--- config.mk ---
export PLATFORM = sky130hd
export DESIGN_NAME = uart_rx_fifo_gen
export DESIGN_NICKNAME = d
export VERILOG_FILES = /design/src/rtl/uart_rx_fifo_gen.sv
export SDC_FILE = /design/constraint.sdc
export NUM_CORES = 1
export LEC_CHECK = 0
export BUFFER_PORTS_ARGS = -buffer_cell sky130_fd_sc_hd__buf_4
export CELL_PAD_IN_SITES_DETAIL_PLACEMENT = 1
export CELL_PAD_IN_SITES_GLOBAL_PLACEMENT = 1
export CORE_ASPECT_RATIO = 2
export CORE_UTILIZATION = 39
export CTS_CLUSTER_SIZE = 25
export DETAILED_ROUTE_END_ITERATION = 6
export PLACE_DENSITY_LB_ADDON = 0.2
export SYNTH_ARGS = -nofsm -noshare
export SYNTH_HDL_FRONTEND = slang
export SYNTH_SLANG_ARGS = --single-unit
export TNS_END_PERCENT = 50
--- constraint.sdc ---
create_clock -name clock -period 5.6 [get_ports clock]
set_clock_uncertainty 0.2 [all_clocks]
set_input_delay 1.12 -clock clock [delete_from_list [all_inputs] [get_ports clock]]
set_output_delay 1.12 -clock clock [all_outputs]
set_load 0.02 [all_outputs]
--- src/rtl/uart_rx_fifo_gen.sv ---
// Oversampling UART receiver feeding a first-word fall-through RX FIFO, with
// overrun, break and character-timeout reporting.
module uart_rx_fifo_gen #(
  parameter int FIFO_DEPTH   = 16,
  parameter int OVERSAMPLE   = 16,
  parameter int DIV_WIDTH    = 16,
  parameter int TIMEOUT_BITS = 40
) (
  input  logic                          clock,
  input  logic                          reset,
  input  logic [DIV_WIDTH-1:0]          baudDivisor,
  input  logic                          rxLine,
  input  logic [1:0]                    dataBits,
  input  logic                          parityEnable,
  input  logic                          evenParity,
  input  logic [$clog2(FIFO_DEPTH)-1:0] threshold,
  input  logic                          fifoRe,
  input  logic                          fifoFlush,
  output logic [7:0]                    dataOut,
  output logic                          frameErrorOut,
  output logic                          parityErrorOut,
  output logic                          fifoEmpty,
  output logic                          fifoFull,
  output logic [$clog2(FIFO_DEPTH):0]   nrOfEntries,
  output logic                          overrunError,
  output logic                          breakDetected,
  output logic                          rxAvailable,
  output logic                          timeoutIrq
);

  localparam int AW       = $clog2(FIFO_DEPTH);
  localparam int OS_W     = $clog2(OVERSAMPLE);
  localparam int TO_LIMIT = TIMEOUT_BITS * OVERSAMPLE;
  localparam int TO_W     = $clog2(TO_LIMIT + 1);

  localparam logic [OS_W-1:0] OS_HALF  = OS_W'(OVERSAMPLE / 2 - 1);
  localparam logic [OS_W-1:0] OS_LAST  = OS_W'(OVERSAMPLE - 1);
  localparam logic [AW:0]     FULL_CNT = (AW + 1)'(FIFO_DEPTH);
  localparam logic [TO_W-1:0] TO_MAX   = TO_W'(TO_LIMIT);

  typedef enum logic [2:0] {
    S_IDLE,
    S_START,
    S_DATA,
    S_PARITY,
    S_STOP,
    S_BREAKWAIT
  } state_t;

  logic [DIV_WIDTH-1:0] r_tick_cnt;
  logic                 w_tick;

  logic r_sync1, r_sync2, r_rx_prev, r_fall_pend;
  logic w_rx, w_fall;

  state_t          r_state, w_state_n;
  logic [OS_W-1:0] r_os_cnt, w_os_n;
  logic [2:0]      r_bit_cnt, w_bit_n;
  logic [2:0]      w_last_idx;
  logic            w_latch_cfg;

  logic [7:0] r_data, w_data_n;
  logic       r_par_acc, w_par_n;
  logic       r_all_zero, w_zero_n;
  logic       r_perr, w_perr_n;
  logic [1:0] r_cfg_bits;
  logic       r_cfg_par_en, r_cfg_even;

  logic       w_wr_req, w_brk;
  logic [9:0] w_wr_data;

  logic [9:0]    r_mem [FIFO_DEPTH];
  logic [AW-1:0] r_wptr, r_rptr;
  logic [AW:0]   r_count;
  logic [AW:0]   w_thr;
  logic [9:0]    w_head;
  logic          w_empty, w_full, w_rd, w_wr, w_ovr;

  logic            r_ovr, r_brk;
  logic [TO_W-1:0] r_to_cnt;
  logic            r_to_irq;
  logic            w_to_clr;

  // Baud tick generator: divisor 0 freezes the counter.
  assign w_tick = (baudDivisor != '0) && (r_tick_cnt == '0);

  always_ff @(posedge clock) begin
    if (reset) begin
      r_tick_cnt <= '0;
    end else if (baudDivisor != '0) begin
      if (r_tick_cnt == '0) r_tick_cnt <= baudDivisor - DIV_WIDTH'(1);
      else                  r_tick_cnt <= r_tick_cnt - DIV_WIDTH'(1);
    end
  end

  // Line synchronizer and edge capture; an edge only arms a start while idle.
  assign w_rx   = r_sync2;
  assign w_fall = r_rx_prev & ~r_sync2;

  always_ff @(posedge clock) begin
    if (reset) begin
      r_sync1     <= 1'b1;
      r_sync2     <= 1'b1;
      r_rx_prev   <= 1'b1;
      r_fall_pend <= 1'b0;
    end else begin
      r_sync1   <= rxLine;
      r_sync2   <= r_sync1;
      r_rx_prev <= r_sync2;
      if (r_state != S_IDLE) r_fall_pend <= 1'b0;
      else if (w_tick)       r_fall_pend <= 1'b0;
      else if (w_fall)       r_fall_pend <= 1'b1;
    end
  end

  assign w_last_idx = {1'b0, r_cfg_bits} + 3'd4;

  always_comb begin
    w_state_n   = r_state;
    w_os_n      = r_os_cnt;
    w_bit_n     = r_bit_cnt;
    w_latch_cfg = 1'b0;
    w_data_n    = r_data;
    w_par_n     = r_par_acc;
    w_zero_n    = r_all_zero;
    w_perr_n    = r_perr;
    w_wr_req    = 1'b0;
    w_brk       = 1'b0;
    if (w_tick) begin
      case (r_state)
        S_IDLE: begin
          if ((r_fall_pend || w_fall) && !w_rx) begin
            w_state_n   = S_START;
            w_os_n      = '0;
            w_bit_n     = '0;
            w_latch_cfg = 1'b1;
            w_data_n    = '0;
            w_par_n     = 1'b0;
            w_zero_n    = 1'b1;
            w_perr_n    = 1'b0;
          end
        end
        S_START: begin
          if (r_os_cnt == OS_HALF) begin
            w_os_n    = '0;
            w_state_n = w_rx ? S_IDLE : S_DATA;
          end else begin
            w_os_n = r_os_cnt + OS_W'(1);
          end
        end
        S_DATA: begin
          if (r_os_cnt == OS_LAST) begin
            w_os_n              = '0;
            w_data_n[r_bit_cnt] = w_rx;
            w_par_n             = r_par_acc ^ w_rx;
            w_zero_n            = r_all_zero & ~w_rx;
            if (r_bit_cnt == w_last_idx) w_state_n = r_cfg_par_en ? S_PARITY : S_STOP;
            else                         w_bit_n   = r_bit_cnt + 3'd1;
          end else begin
            w_os_n = r_os_cnt + OS_W'(1);
          end
        end
        S_PARITY: begin
          if (r_os_cnt == OS_LAST) begin
            w_os_n    = '0;
            w_perr_n  = ((r_par_acc ^ w_rx) != ~r_cfg_even);
            w_zero_n  = r_all_zero & ~w_rx;
            w_state_n = S_STOP;
          end else begin
            w_os_n = r_os_cnt + OS_W'(1);
          end
        end
        S_STOP: begin
          if (r_os_cnt == OS_LAST) begin
            w_os_n   = '0;
            w_wr_req = 1'b1;
            if (r_all_zero && !w_rx) begin
              w_brk     = 1'b1;
              w_state_n = S_BREAKWAIT;
            end else begin
              w_state_n = S_IDLE;
            end
          end else begin
            w_os_n = r_os_cnt + OS_W'(1);
          end
        end
        S_BREAKWAIT: begin
          if (w_rx) w_state_n = S_IDLE;
        end
        default: w_state_n = S_IDLE;
      endcase
    end
  end

  always_ff @(posedge clock) begin
    if (reset) begin
      r_state   <= S_IDLE;
      r_os_cnt  <= '0;
      r_bit_cnt <= '0;
    end else begin
      r_state   <= w_state_n;
      r_os_cnt  <= w_os_n;
      r_bit_cnt <= w_bit_n;
    end
  end

  // Character assembly; line format is frozen at the start bit.
  always_ff @(posedge clock) begin
    r_data     <= w_data_n;
    r_par_acc  <= w_par_n;
    r_all_zero <= w_zero_n;
    r_perr     <= w_perr_n;
    if (w_latch_cfg) begin
      r_cfg_bits   <= dataBits;
      r_cfg_par_en <= parityEnable;
      r_cfg_even   <= evenParity;
    end
  end

  assign w_wr_data = {~w_rx, r_perr, r_data};

  // FIFO: flush wins, a read frees room for a same-cycle write when full.
  assign w_empty = (r_count == '0);
  assign w_full  = (r_count == FULL_CNT);
  assign w_rd    = fifoRe & ~w_empty & ~fifoFlush;
  assign w_wr    = w_wr_req & ~fifoFlush & ~reset & (~w_full | w_rd);
  assign w_ovr   = w_wr_req & ~fifoFlush & w_full & ~w_rd;

  always_ff @(posedge clock) begin
    if (reset || fifoFlush) begin
      r_wptr  <= '0;
      r_rptr  <= '0;
      r_count <= '0;
    end else begin
      if (w_wr) r_wptr <= r_wptr + AW'(1);
      if (w_rd) r_rptr <= r_rptr + AW'(1);
      if (w_wr && !w_rd)      r_count <= r_count + (AW + 1)'(1);
      else if (w_rd && !w_wr) r_count <= r_count - (AW + 1)'(1);
    end
  end

  always_ff @(posedge clock) begin
    if (w_wr) r_mem[r_wptr] <= w_wr_data;
  end

  always_ff @(posedge clock) begin
    if (reset) begin
      r_ovr <= 1'b0;
      r_brk <= 1'b0;
    end else begin
      r_ovr <= w_ovr;
      r_brk <= w_brk;
    end
  end

  // Character timeout: only idle-line ticks with data waiting are counted.
  assign w_to_clr = w_wr_req | w_rd | fifoFlush | w_empty;

  always_ff @(posedge clock) begin
    if (reset || w_to_clr) begin
      r_to_cnt <= '0;
      r_to_irq <= 1'b0;
    end else if (w_tick && (r_state == S_IDLE) && (r_to_cnt != TO_MAX)) begin
      r_to_cnt <= r_to_cnt + TO_W'(1);
      if (r_to_cnt == TO_MAX - TO_W'(1)) r_to_irq <= 1'b1;
    end
  end

  assign w_head         = r_mem[r_rptr];
  assign w_thr          = (threshold == '0) ? (AW + 1)'(1) : {1'b0, threshold};
  assign dataOut        = w_empty ? 8'h00 : w_head[7:0];
  assign parityErrorOut = ~w_empty & w_head[8];
  assign frameErrorOut  = ~w_empty & w_head[9];
  assign fifoEmpty      = w_empty;
  assign fifoFull       = w_full;
  assign nrOfEntries    = r_count;
  assign rxAvailable    = (r_count >= w_thr);
  assign overrunError   = r_ovr;
  assign breakDetected  = r_brk;
  assign timeoutIrq     = r_to_irq;

endmodule

==> results summary <==
Buffers inserted during clock tree synthesis total 22. The transition time at the pin with the least slew margin came out at 1040 ps. The area of the core is 0.0268 sq mm. The proportion of synthesized chip area in sequential cells is 0.608. The wire length reported by the detailed router is 27500 um. Of the cells placed in the final design, the portion with a size suffix greater than 1 is 0.204. For this design the static power due to leakage is 3.99 nW. The count of buffers added by post-CTS timing repair for setup is 0.

The via count of the first global-routing pass came to 7595. The overall power came out at 4.46 mW. The number of cells on the worst reg-to-reg path is 12. The number of cells upsized or downsized after cts is 0.

The critical path is of the in2reg type. The arrival time of data at the critical path endpoint is 4680 ps. The most used standard cell by instance count after synthesis is edfxtp_1. The via density per instance is 5.78. The beginning of the worst register-to-register path is r_tick_cnt[0]. The time the final worst path needs with I/O delays and setup came out at 4440 ps. The number of antenna violations at the first check in global routing came to 0. The relative slew slack came out at 0.309. The number of nets in the final layout is 855. After technology mapping, the gate count stands at 768. In the synthesized netlist the async set-or-reset flop fraction comes to 0. The required time at the endpoint of the critical path is 5850 ps. The count of state elements after synthesis came out at 235.

Counting every sink on the clock net gives 235. The routed layout has 6764 vias. The worst setup path is captured at a flop. The effective utilization at floorplan is 0.396. The worst hold path cell count is 1.

The DRC violation count after routing is 0. The post-synth design cell area came out at 0.0106 sq mm. The clock passes through at most 3 buffers. The clock insertion delay at the later pin of the skew report is 520 ps.

The clock tree root driver cell is clkbuf_16. Tracing the worst setup path back leads to its startpoint at baudDivisor[10]. The share of synthesized area in the top cell type comes to 0.495. The run finished with clean final reports.

The diode insertion count for antenna repair came out at 0. The number of cell rows came out at 85. The finished layout holds 1170 standard cells, fillers aside. The number of hold buffers added after CTS was 0. The final cycle utilization of the critical path came out at 0.792. Of all nets on the critical path, the largest fanout is 17. The count of buffers inserted at the top-level ports is 49.

The final max-slew violation count is 0. From bottom edge to top edge, the die measures 235 um. In this run the power density over the cells is 370 mW/mm^2. The register-to-register setup slack came out at 1350 ps. Counting flops with a built-in enable in the synthesized netlist gives 175. In the final layout, the multi-input gates occupy 0.00393 sq mm. The wire-length estimate of the detail-placed layout is 20100 um.

Setup repair after global routing left no endpoint under its margin. The hold violation total from the final report came out at 0. The worst vdd rail ir drop came out at 0.413 mV.

The final worst hold slack is 224 ps. The total congestion overflow is 0. The worst register-to-register path ends at nrOfEntries[4]. The layout overhead on the synthesized area came out at 13.4%. Routability-driven placement finished with a final weighted congestion of 0.848.

The worst setup path is launched from an input port. Ranked by instance count, the synthesized netlist is headed by edfxtp_1 (175), dfxtp_1 (60), nor2_1 (51). The per-cell routed wire length is 23.5 um. The DRC violation total after the first TritonRoute iteration is 236.

After synthesis, the cell types taking the most area are edfxtp_1 (49%), dfxtp_1 (11%), mux4_2 (11%). TritonCTS built the clock tree. The first global-routing pass estimated 43200 um of wire. CTS built an H-tree with a depth of 1. The worst hold path begins at r_sync1. The number of placed instances, taps included, is 1131.

Setup violations remaining at the end of the flow were counted as 0. The total iterations of the first detailed-routing run came out at 6. Yosys printed 0 warnings. The die footprint is 0.0279 sq mm. In the synthesized netlist the dominant register cell turns out to be edfxtp_1.

Clock-pin slew was measured on the worst setup and hold paths at 70 ps. The timing-limited maximum frequency is 225 MHz. In this run the worst hold path is classified as reg2reg. The number of fill cells in the layout came out at 2754. Adding up every negative setup slack in the final design gives 0 ps. The capturing element of the worst setup path is nrOfEntries[4]. The sequential cell area is 0.00646 sq mm.

The detail route stage leaves a number of antenna-violating nets equal to 0. Of all cell types, the one taking the most synthesized area is edfxtp_1. The die boundary width came out at 119 um.

The global-route total usage across every layer is 0.203. After synthesis, the mean cell area works out to 13.8 sq um. Entering global routing, the biggest net connects 41 pins. The total I/O pin count is 50. The number of maximum-capacitance violations came out at 0. Counting every net in the synthesized netlist gives 816. The post-synthesis cell type count came out at 71.
[cells in the final DEF (no fill, tap or decap), types with 10 or more instances in the layout]
| cell type | instances |
|---|---|
| nand2_1 | 21 |
| or4_1 | 13 |
| inv_1 | 19 |
| a31oi_1 | 10 |
| o21ai_0 | 25 |
| nor3_1 | 17 |
| clkbuf_16 | 23 |
| nand3_1 | 27 |
| and3_1 | 21 |
| edfxtp_1 | 175 |
| a21oi_1 | 37 |
| nor2b_1 | 14 |
| mux4_2 | 50 |
| mux2i_1 | 11 |
| ha_1 | 18 |
| nor2_1 | 51 |
| buf_4 | 58 |
| dfxtp_1 | 59 |
| or3_1 | 17 |
[how the worst min path moves through the flow]
stage               slack [ps]       to
floorplan                  190  r_sync2
global placement           200  r_sync2
detailed placement         210  r_sync2
CTS                        230  r_sync2
global route               250  r_sync2
finish                     220  r_sync2
[metrics by stage]
step	worst slack (ps)	cell area (sq um)	utilization
floorplan	1130	10600	-
global placement	765	11300	0.423
detailed placement	645	11300	0.423
CTS	1040	12000	0.449
global route	953	12000	0.449
finish	1160	12000	0.449
[sequential cells by signal, summed over array words and instances, names as in the netlist, 2 cells and up, named ones only]
register,count
r_mem,160
r_cfg_bits,2
nrOfEntries,5
r_wptr,4
r_bit_cnt,3
r_os_cnt,4
r_to_cnt,10
r_rptr,4
r_state,3
r_tick_cnt,16
r_data,8
[critical path: stages]
cell and delay [ps]:
buf_4 110, or3_1 520, or4_1 590, o2111ai_1 380, nor2_1 290, ha_1 300
inv_1 150, ha_1 300, a21o_1 200, a21oi_1 180, xnor2_1 90, or3_1 300
a21oi_1 140
[where the power goes]
part / switching [mW] / internal [mW] / leakage (nW)
sequential: 0.0824 / 1.91 / 2.10
clock: 0.664 / 0.852 / 0.347
combinational: 0.607 / 0.342 / 1.54
total: 1.35 / 3.10 / 3.99
[routing by layer]
layer	GRT usage	up-vias	part of all wire
li1	-	3120	-
met1	0.195	3476	0.34
met2	0.423	123	0.61
met3	0.0196	45	0.025
met4	0.0790	0	0.028
met5	0	-	0
[cell type report]
class                      count  share of cell area
sequential                   235               0.536
multi-input combinational    471               0.326
clock buffer                  27              0.0490
timing repair buffer          58              0.0361
tap                          348              0.0361
clock inverter                12              0.0107
inverter                      19             0.00592
[logic make-up after synthesis]
kind of cell | Yosys count | synth area share
AO/OA/AOI/OAI | 140 | 0.0933
adder cells (fa/ha/maj) | 20 | 0.0240
AND/OR/NAND/NOR | 237 | 0.125
buffers and inverters | 62 | 0.0225
XOR/XNOR | 13 | 0.0107
flip-flops | 235 | 0.608
multiplexers | 61 | 0.116
No activity file was read; power rests on OpenSTA's default activity.
